File: src/rtl/sram_boot_arbiter.sv
// Boot sequencer (IDLE->INIT->LOAD->RUN) and single-port SRAM arbiter for init engine, host loader and core.
// Latency: grant is combinational in the request cycle; read data/rvalid return one cycle after the grant.
// Backpressure: host holds its request until host_gnt (core wins in RUN); core accesses outside RUN are dropped.
module sram_boot_arbiter #(
  parameter int AW = 15,
  parameter int DW = 32
) (
  input  logic          i_clk,
  input  logic          i_reset_n,
  input  logic          i_boot_start,
  output logic          o_init_start,
  input  logic          i_init_done,
  input  logic          i_init_en,
  input  logic          i_init_wr,
  input  logic [AW-1:0] i_init_addr,
  input  logic [DW-1:0] i_init_wdata,
  input  logic          i_host_req,
  input  logic          i_host_wr,
  input  logic [AW-1:0] i_host_addr,
  input  logic [DW-1:0] i_host_wdata,
  output logic          o_host_gnt,
  output logic          o_host_rvalid,
  output logic [DW-1:0] o_host_rdata,
  input  logic          i_host_load_done,
  input  logic          i_core_en,
  input  logic          i_core_wr,
  input  logic [AW-1:0] i_core_addr,
  input  logic [DW-1:0] i_core_wdata,
  output logic          o_core_rvalid,
  output logic [DW-1:0] o_core_rdata,
  output logic          o_core_run,
  output logic          o_core_blocked,
  output logic          o_sram_en,
  output logic          o_sram_wr,
  output logic [AW-1:0] o_sram_addr,
  output logic [DW-1:0] o_sram_wdata,
  input  logic [DW-1:0] i_sram_rdata
);

  typedef enum logic [1:0] {
    ST_IDLE = 2'd0,
    ST_INIT = 2'd1,
    ST_LOAD = 2'd2,
    ST_RUN  = 2'd3
  } state_t;

  state_t        r_state;
  logic          r_init_start;
  logic          r_core_run;
  logic          r_core_blocked;
  logic [1:0]    r_tag;          // {host, core} read issued last cycle

  logic          w_host_gnt;
  logic          w_core_gnt;
  logic          w_sram_en;
  logic          w_sram_wr;
  logic [AW-1:0] w_sram_addr;
  logic [DW-1:0] w_sram_wdata;

  // Boot FSM; init_start/core_run are registered alongside the state so they track it exactly.
  always_ff @(posedge i_clk or negedge i_reset_n) begin
    if (!i_reset_n) begin
      r_state      <= ST_IDLE;
      r_init_start <= 1'b0;
      r_core_run   <= 1'b0;
    end else begin
      case (r_state)
        ST_IDLE: if (i_boot_start) begin
          r_state      <= ST_INIT;
          r_init_start <= 1'b1;
        end
        ST_INIT: if (i_init_done) begin
          r_state      <= ST_LOAD;
          r_init_start <= 1'b0;
        end
        ST_LOAD: if (i_host_load_done) begin
          r_state    <= ST_RUN;
          r_core_run <= 1'b1;
        end
        ST_RUN: if (i_boot_start) begin
          r_state      <= ST_INIT;
          r_core_run   <= 1'b0;
          r_init_start <= 1'b1;
        end
      endcase
    end
  end

  // Port ownership from current state: init engine in INIT, host in LOAD, core-over-host in RUN.
  always_comb begin
    w_host_gnt   = 1'b0;
    w_core_gnt   = 1'b0;
    w_sram_en    = 1'b0;
    w_sram_wr    = 1'b0;
    w_sram_addr  = '0;
    w_sram_wdata = '0;
    case (r_state)
      ST_INIT: begin
        w_sram_en    = i_init_en;
        w_sram_wr    = i_init_wr;
        w_sram_addr  = i_init_addr;
        w_sram_wdata = i_init_wdata;
      end
      ST_LOAD: w_host_gnt = i_host_req;
      ST_RUN: begin
        w_core_gnt = i_core_en;
        w_host_gnt = i_host_req & ~i_core_en;
      end
      default: ;
    endcase
    if (w_core_gnt) begin
      w_sram_en    = 1'b1;
      w_sram_wr    = i_core_wr;
      w_sram_addr  = i_core_addr;
      w_sram_wdata = i_core_wdata;
    end else if (w_host_gnt) begin
      w_sram_en    = 1'b1;
      w_sram_wr    = i_host_wr;
      w_sram_addr  = i_host_addr;
      w_sram_wdata = i_host_wdata;
    end
  end

  // Read tag steers next-cycle rvalid; it is not gated by state so a last-RUN-cycle read still returns.
  always_ff @(posedge i_clk or negedge i_reset_n) begin
    if (!i_reset_n) begin
      r_tag <= 2'b00;
    end else begin
      r_tag <= {w_host_gnt & ~i_host_wr, w_core_gnt & ~i_core_wr};
    end
  end

  // Sticky flag for core accesses attempted before the core was released; only reset clears it.
  always_ff @(posedge i_clk or negedge i_reset_n) begin
    if (!i_reset_n) begin
      r_core_blocked <= 1'b0;
    end else if (i_core_en && (r_state != ST_RUN)) begin
      r_core_blocked <= 1'b1;
    end
  end

  assign o_init_start   = r_init_start;
  assign o_core_run     = r_core_run;
  assign o_core_blocked = r_core_blocked;
  assign o_host_gnt     = w_host_gnt;
  assign o_host_rvalid  = r_tag[1];
  assign o_core_rvalid  = r_tag[0];
  assign o_host_rdata   = i_sram_rdata;
  assign o_core_rdata   = i_sram_rdata;
  assign o_sram_en      = w_sram_en;
  assign o_sram_wr      = w_sram_wr;
  assign o_sram_addr    = w_sram_addr;
  assign o_sram_wdata   = w_sram_wdata;

endmodule
File: config.mk
export PLATFORM = sky130hd
export DESIGN_NAME = sram_boot_arbiter
export DESIGN_NICKNAME = d
export VERILOG_FILES = /design/src/rtl/sram_boot_arbiter.sv
export SDC_FILE = /design/constraint.sdc
export NUM_CORES = 1
export LEC_CHECK = 0
export ABC_AREA = 1
export BUFFER_PORTS_ARGS = -buffer_cell sky130_fd_sc_hd__buf_2
export CORE_AREA = 3 3 116 118
export DETAILED_ROUTE_END_ITERATION = 6
export DIE_AREA = 0 0 119 121
export GPL_TIMING_DRIVEN = 0
export HOLD_SLACK_MARGIN = 0.15
export PLACE_DENSITY_LB_ADDON = 0.08
export SETUP_SLACK_MARGIN = 0.2
export SLEW_MARGIN = 20
export SYNTH_ARGS = -nofsm -noshare
export SYNTH_HDL_FRONTEND = slang
export SYNTH_SLANG_ARGS = --single-unit
File: constraint.sdc
create_clock -name i_clk -period 2.1 [get_ports i_clk]
set_input_delay 0.63 -clock i_clk [delete_from_list [all_inputs] [get_ports i_clk]]
set_output_delay 0.63 -clock i_clk [all_outputs]
set_load 0.01 [all_outputs]
==> impl_metrics.env <==
export IMPL_synth_top_family_by_area="simple AND/OR/NAND/NOR gates"
export IMPL_ir_worst_vdd_uv=358
export IMPL_cp_slowest_cell="dfrtp_2"
export IMPL_max_stage_delay_ns=0.45
export IMPL_synth_area_mm2=0.00240
export IMPL_fmax_mhz=431
export IMPL_synth_xor_area_share_pct=0
export IMPL_rsz0062_at_grt="true"
export IMPL_arrival_ns=1.69
export IMPL_die_w_um=119
export IMPL_power_leakage_nw=3.15
export IMPL_fin_crit_sh_pct=110
export IMPL_p_sw_mw=2.41
export IMPL_root_buffer="clkbuf_16"
export IMPL_end_kind="primary output"
export IMPL_slew_headroom_pct=79.9
export IMPL_setup_viol=50
export IMPL_seqPwrFrac_pct=4.7
export IMPL_dp_hpwl_mm=9.53
export IMPL_avgViaCountPerCell=4.03
export IMPL_synthArstFlopShare_pct=100
export IMPL_overflow=0
export IMPL_outcome="complete, but fails checks"
export IMPL_cts_htree_levels=1
export IMPL_numPortBuffers=270
export IMPL_path_clk_slew_ns=0.04
export IMPL_grt_pass1_vias=3805
export IMPL_fin_ws_ns=-0.220
export IMPL_synth_area_leader_cell="nand2_1"
export IMPL_yosysWarningCount=0
export IMPL_syn_num_nets=660
export IMPL_synth_edff_count=0
export IMPL_io_pins=303
export IMPL_core_area_mm2=0.0126
export IMPL_synth_seq_area_share_pct=7.30
export IMPL_switching_share_pct=47.7
export IMPL_netlist_instances=473
export IMPL_rows=41
export IMPL_start_util_pct=19.1
export IMPL_muxShareOfSynthArea_pct=0
export IMPL_synth_distinct_cells=17
export IMPL_die_area_mm2=0.0144
export IMPL_firstDrtPassIters=4
export IMPL_dieHeight_um=121
export IMPL_crit_fanout=10
export IMPL_gp_congestion=0.782
export IMPL_drt_iter0_markers=141
export IMPL_powerDensity_mw_per_mm2=1030
export IMPL_avgSynthCellArea_um2=5.08
export IMPL_crit_type="register to primary output"
export IMPL_drtAntennaViolNets=0
export IMPL_grt_first_pass_wirelength_mm=18.1
export IMPL_clock_path_buffers=2
export IMPL_power_frac_comb_pct=88.9
export IMPL_fin_skew_ns=0.000442
export IMPL_place_ws_ns=-0.412
export IMPL_drive_above_1_share_pct=61.4
export IMPL_finalMaxSlewViolations=0
export IMPL_ys_ff_latch=7
export IMPL_drc_errors=0
export IMPL_synthTopCellsByCount="nand2_1, nand3_1, buf_4"
export IMPL_yosys_area_share_simple_pct=53.5
export IMPL_worst_pin_slew_ns=0.301
export IMPL_path_delay_family="simple AND/OR/NAND/NOR gates"
export IMPL_worst_hold_path_type="input pin to async pin"
export IMPL_nNetsFinal=947
export IMPL_startpoint_type="register"
export IMPL_synth_main_ff_cell="dfrtp_1"
export IMPL_yosysTopAreaCellShare_pct=31.7
export IMPL_syn_to_final_growth_pct=104
export IMPL_synth_compound_area_share_pct=1.35
export IMPL_insertion_delay_ns=0.23
export IMPL_drt_total_wl_mm=11.5
export IMPL_synth_most_common_cell="nand2_1"
export IMPL_crit_required_ns=1.47
export IMPL_crit_buf_inv=2
export IMPL_clkPwrFrac_pct=6.5
export IMPL_vias=3754
export IMPL_path_cells="ha_4 > nand3_4 > nand2_8 > buf_8 > nand2_1 > nand3_2 > nand2_2 > buf_6"
export IMPL_grt_max_degree=11
export IMPL_final_hold_violation_count=0
export IMPL_antenna_found_initial=0
export IMPL_holdWs_ns=0.233
export IMPL_post_route_min_period_ns=2.32
export IMPL_cts_made_buffers=3
export IMPL_r2r_setup_slack_ns=0.70
export IMPL_cts_tree="built"
export IMPL_diodes=0
export IMPL_wl_per_cell_um=12.4
export IMPL_violations="negative setup slack"
export IMPL_cts_sinks=7
export IMPL_synth_area_leaders="nand2_1, buf_4, nand3_1, inv_1, dfrtp_1"
export IMPL_track_usage_pct=14.9
export IMPL_synthAdderAreaFrac_pct=1.56
export IMPL_internal_power_mw=2.64
export IMPL_cap_violations=0
## final cells by class
type | count | area, um2
multi-input combinational | 315 | 1750
sequential | 7 | 178
tap | 172 | 215
timing repair buffer | 282 | 1640
fill | 1419 | 7680
clock buffer | 4 | 78.8
buffer | 95 | 818
inverter | 56 | 210
## worst register-to-register path: stages (launching register included)
cell and delay (ns):
dfrtp_2 0.42, ha_4 0.19, nand3_4 0.17, nand2_8 0.19, buf_8 0.16, nand2_4 0.05, buf_4 0.12, inv_1 0.04
## metrics by stage
step	power, mW	TNS, ns	util [%]	area [um2]	instances
final	5.05	-9.44	38.9	4890	931
after global routing	5.54	-14.03	38.9	4890	931
after CTS	4.86	-9.61	37.1	4660	927
after detailed placement	3.71	-14.46	32.4	4070	915
after global placement	3.71	-14.29	32.4	4070	915
after floorplan	2.44	0	-	2510	473
## cell families after synthesis
kind of cell    Yosys count
compound gates            6
fa+ha+maj                 3
simple gates            306
buf+inv                 151
flops                     7
## state kept, by name (all words and copies together), names as in the netlist
signal and count:
o_init_start 1, r_tag 2, o_core_run 1, r_state 2, o_core_blocked 1
## layout by cell type, fill, tap and decap left out
master,synthesis,final
a21oi_1,2,1
a21oi_2,0,1
buf_12,0,3
buf_16,0,2
buf_2,16,256
buf_4,66,72
buf_6,5,26
buf_8,0,11
clkbuf_1,6,1
clkbuf_16,0,4
clkbuf_2,0,4
clkbuf_4,0,1
clkbuf_8,0,1
dfrtp_1,7,5
dfrtp_2,0,2
ha_1,3,1
ha_4,0,2
inv_1,55,53
inv_2,1,3
nand2_1,203,170
nand2_2,2,29
nand2_4,0,4
nand2_8,0,2
nand3_1,99,57
nand3_2,1,40
nand3_4,0,3
nor2_1,1,1
o21ai_0,3,3
o21bai_1,1,1
## power groups by stage
stage / clock network [mW] / registers (mW) / logic [mW]
floorplan: 0 / 0.225 / 2.22
global placement: 0 / 0.215 / 3.49
detailed placement: 0 / 0.218 / 3.50
CTS: 0.334 / 0.235 / 4.29
global route: 0.340 / 0.244 / 4.96
finish: 0.327 / 0.235 / 4.49
## routing by layer
layer | vias to the layer above | GRT usage [%] | part of all wire [%]
met5 | - | 0 | 0
met4 | 0 | 2.17 | 0.94
met3 | 8 | 2.56 | 8.0
met2 | 191 | 28.2 | 51
met1 | 1603 | 17.9 | 40
li1 | 1952 | - | -
## worst paths after layout
| check | from | end | depth (start not counted) |
|---|---|---|---|
| max | r_state[1]$_DFFE_PN0P_ | o_sram_addr[8] | 8 |
| min | i_reset_n | o_core_run$_DFFE_PN0P_ | 1 |
| max reg2reg | r_state[1]$_DFFE_PN0P_ | r_tag[1]$_DFF_PN0_ | 7 |
| min reg2reg | o_core_blocked$_DFFE_PN0P_ | o_core_blocked$_DFFE_PN0P_ | 1 |
| max in group asynchronous | i_reset_n | r_state[0]$_DFFE_PN0P_ | 1 |
| min in group i_clk | o_core_blocked$_DFFE_PN0P_ | o_core_blocked$_DFFE_PN0P_ | 1 |
## repair_timing
| action | in CTS | in global routing |
|---|---|---|
| setup buffers | 5 | 3 |
| gates resized for setup | 91 | 45 |
| hold buffers | 0 | 0 |
| gates cloned | 3 | 1 |
| pin swaps | 5 | 11 |
| endpoints found under the setup margin | 50 | 50 |
Power figures use the tool's default switching activity.
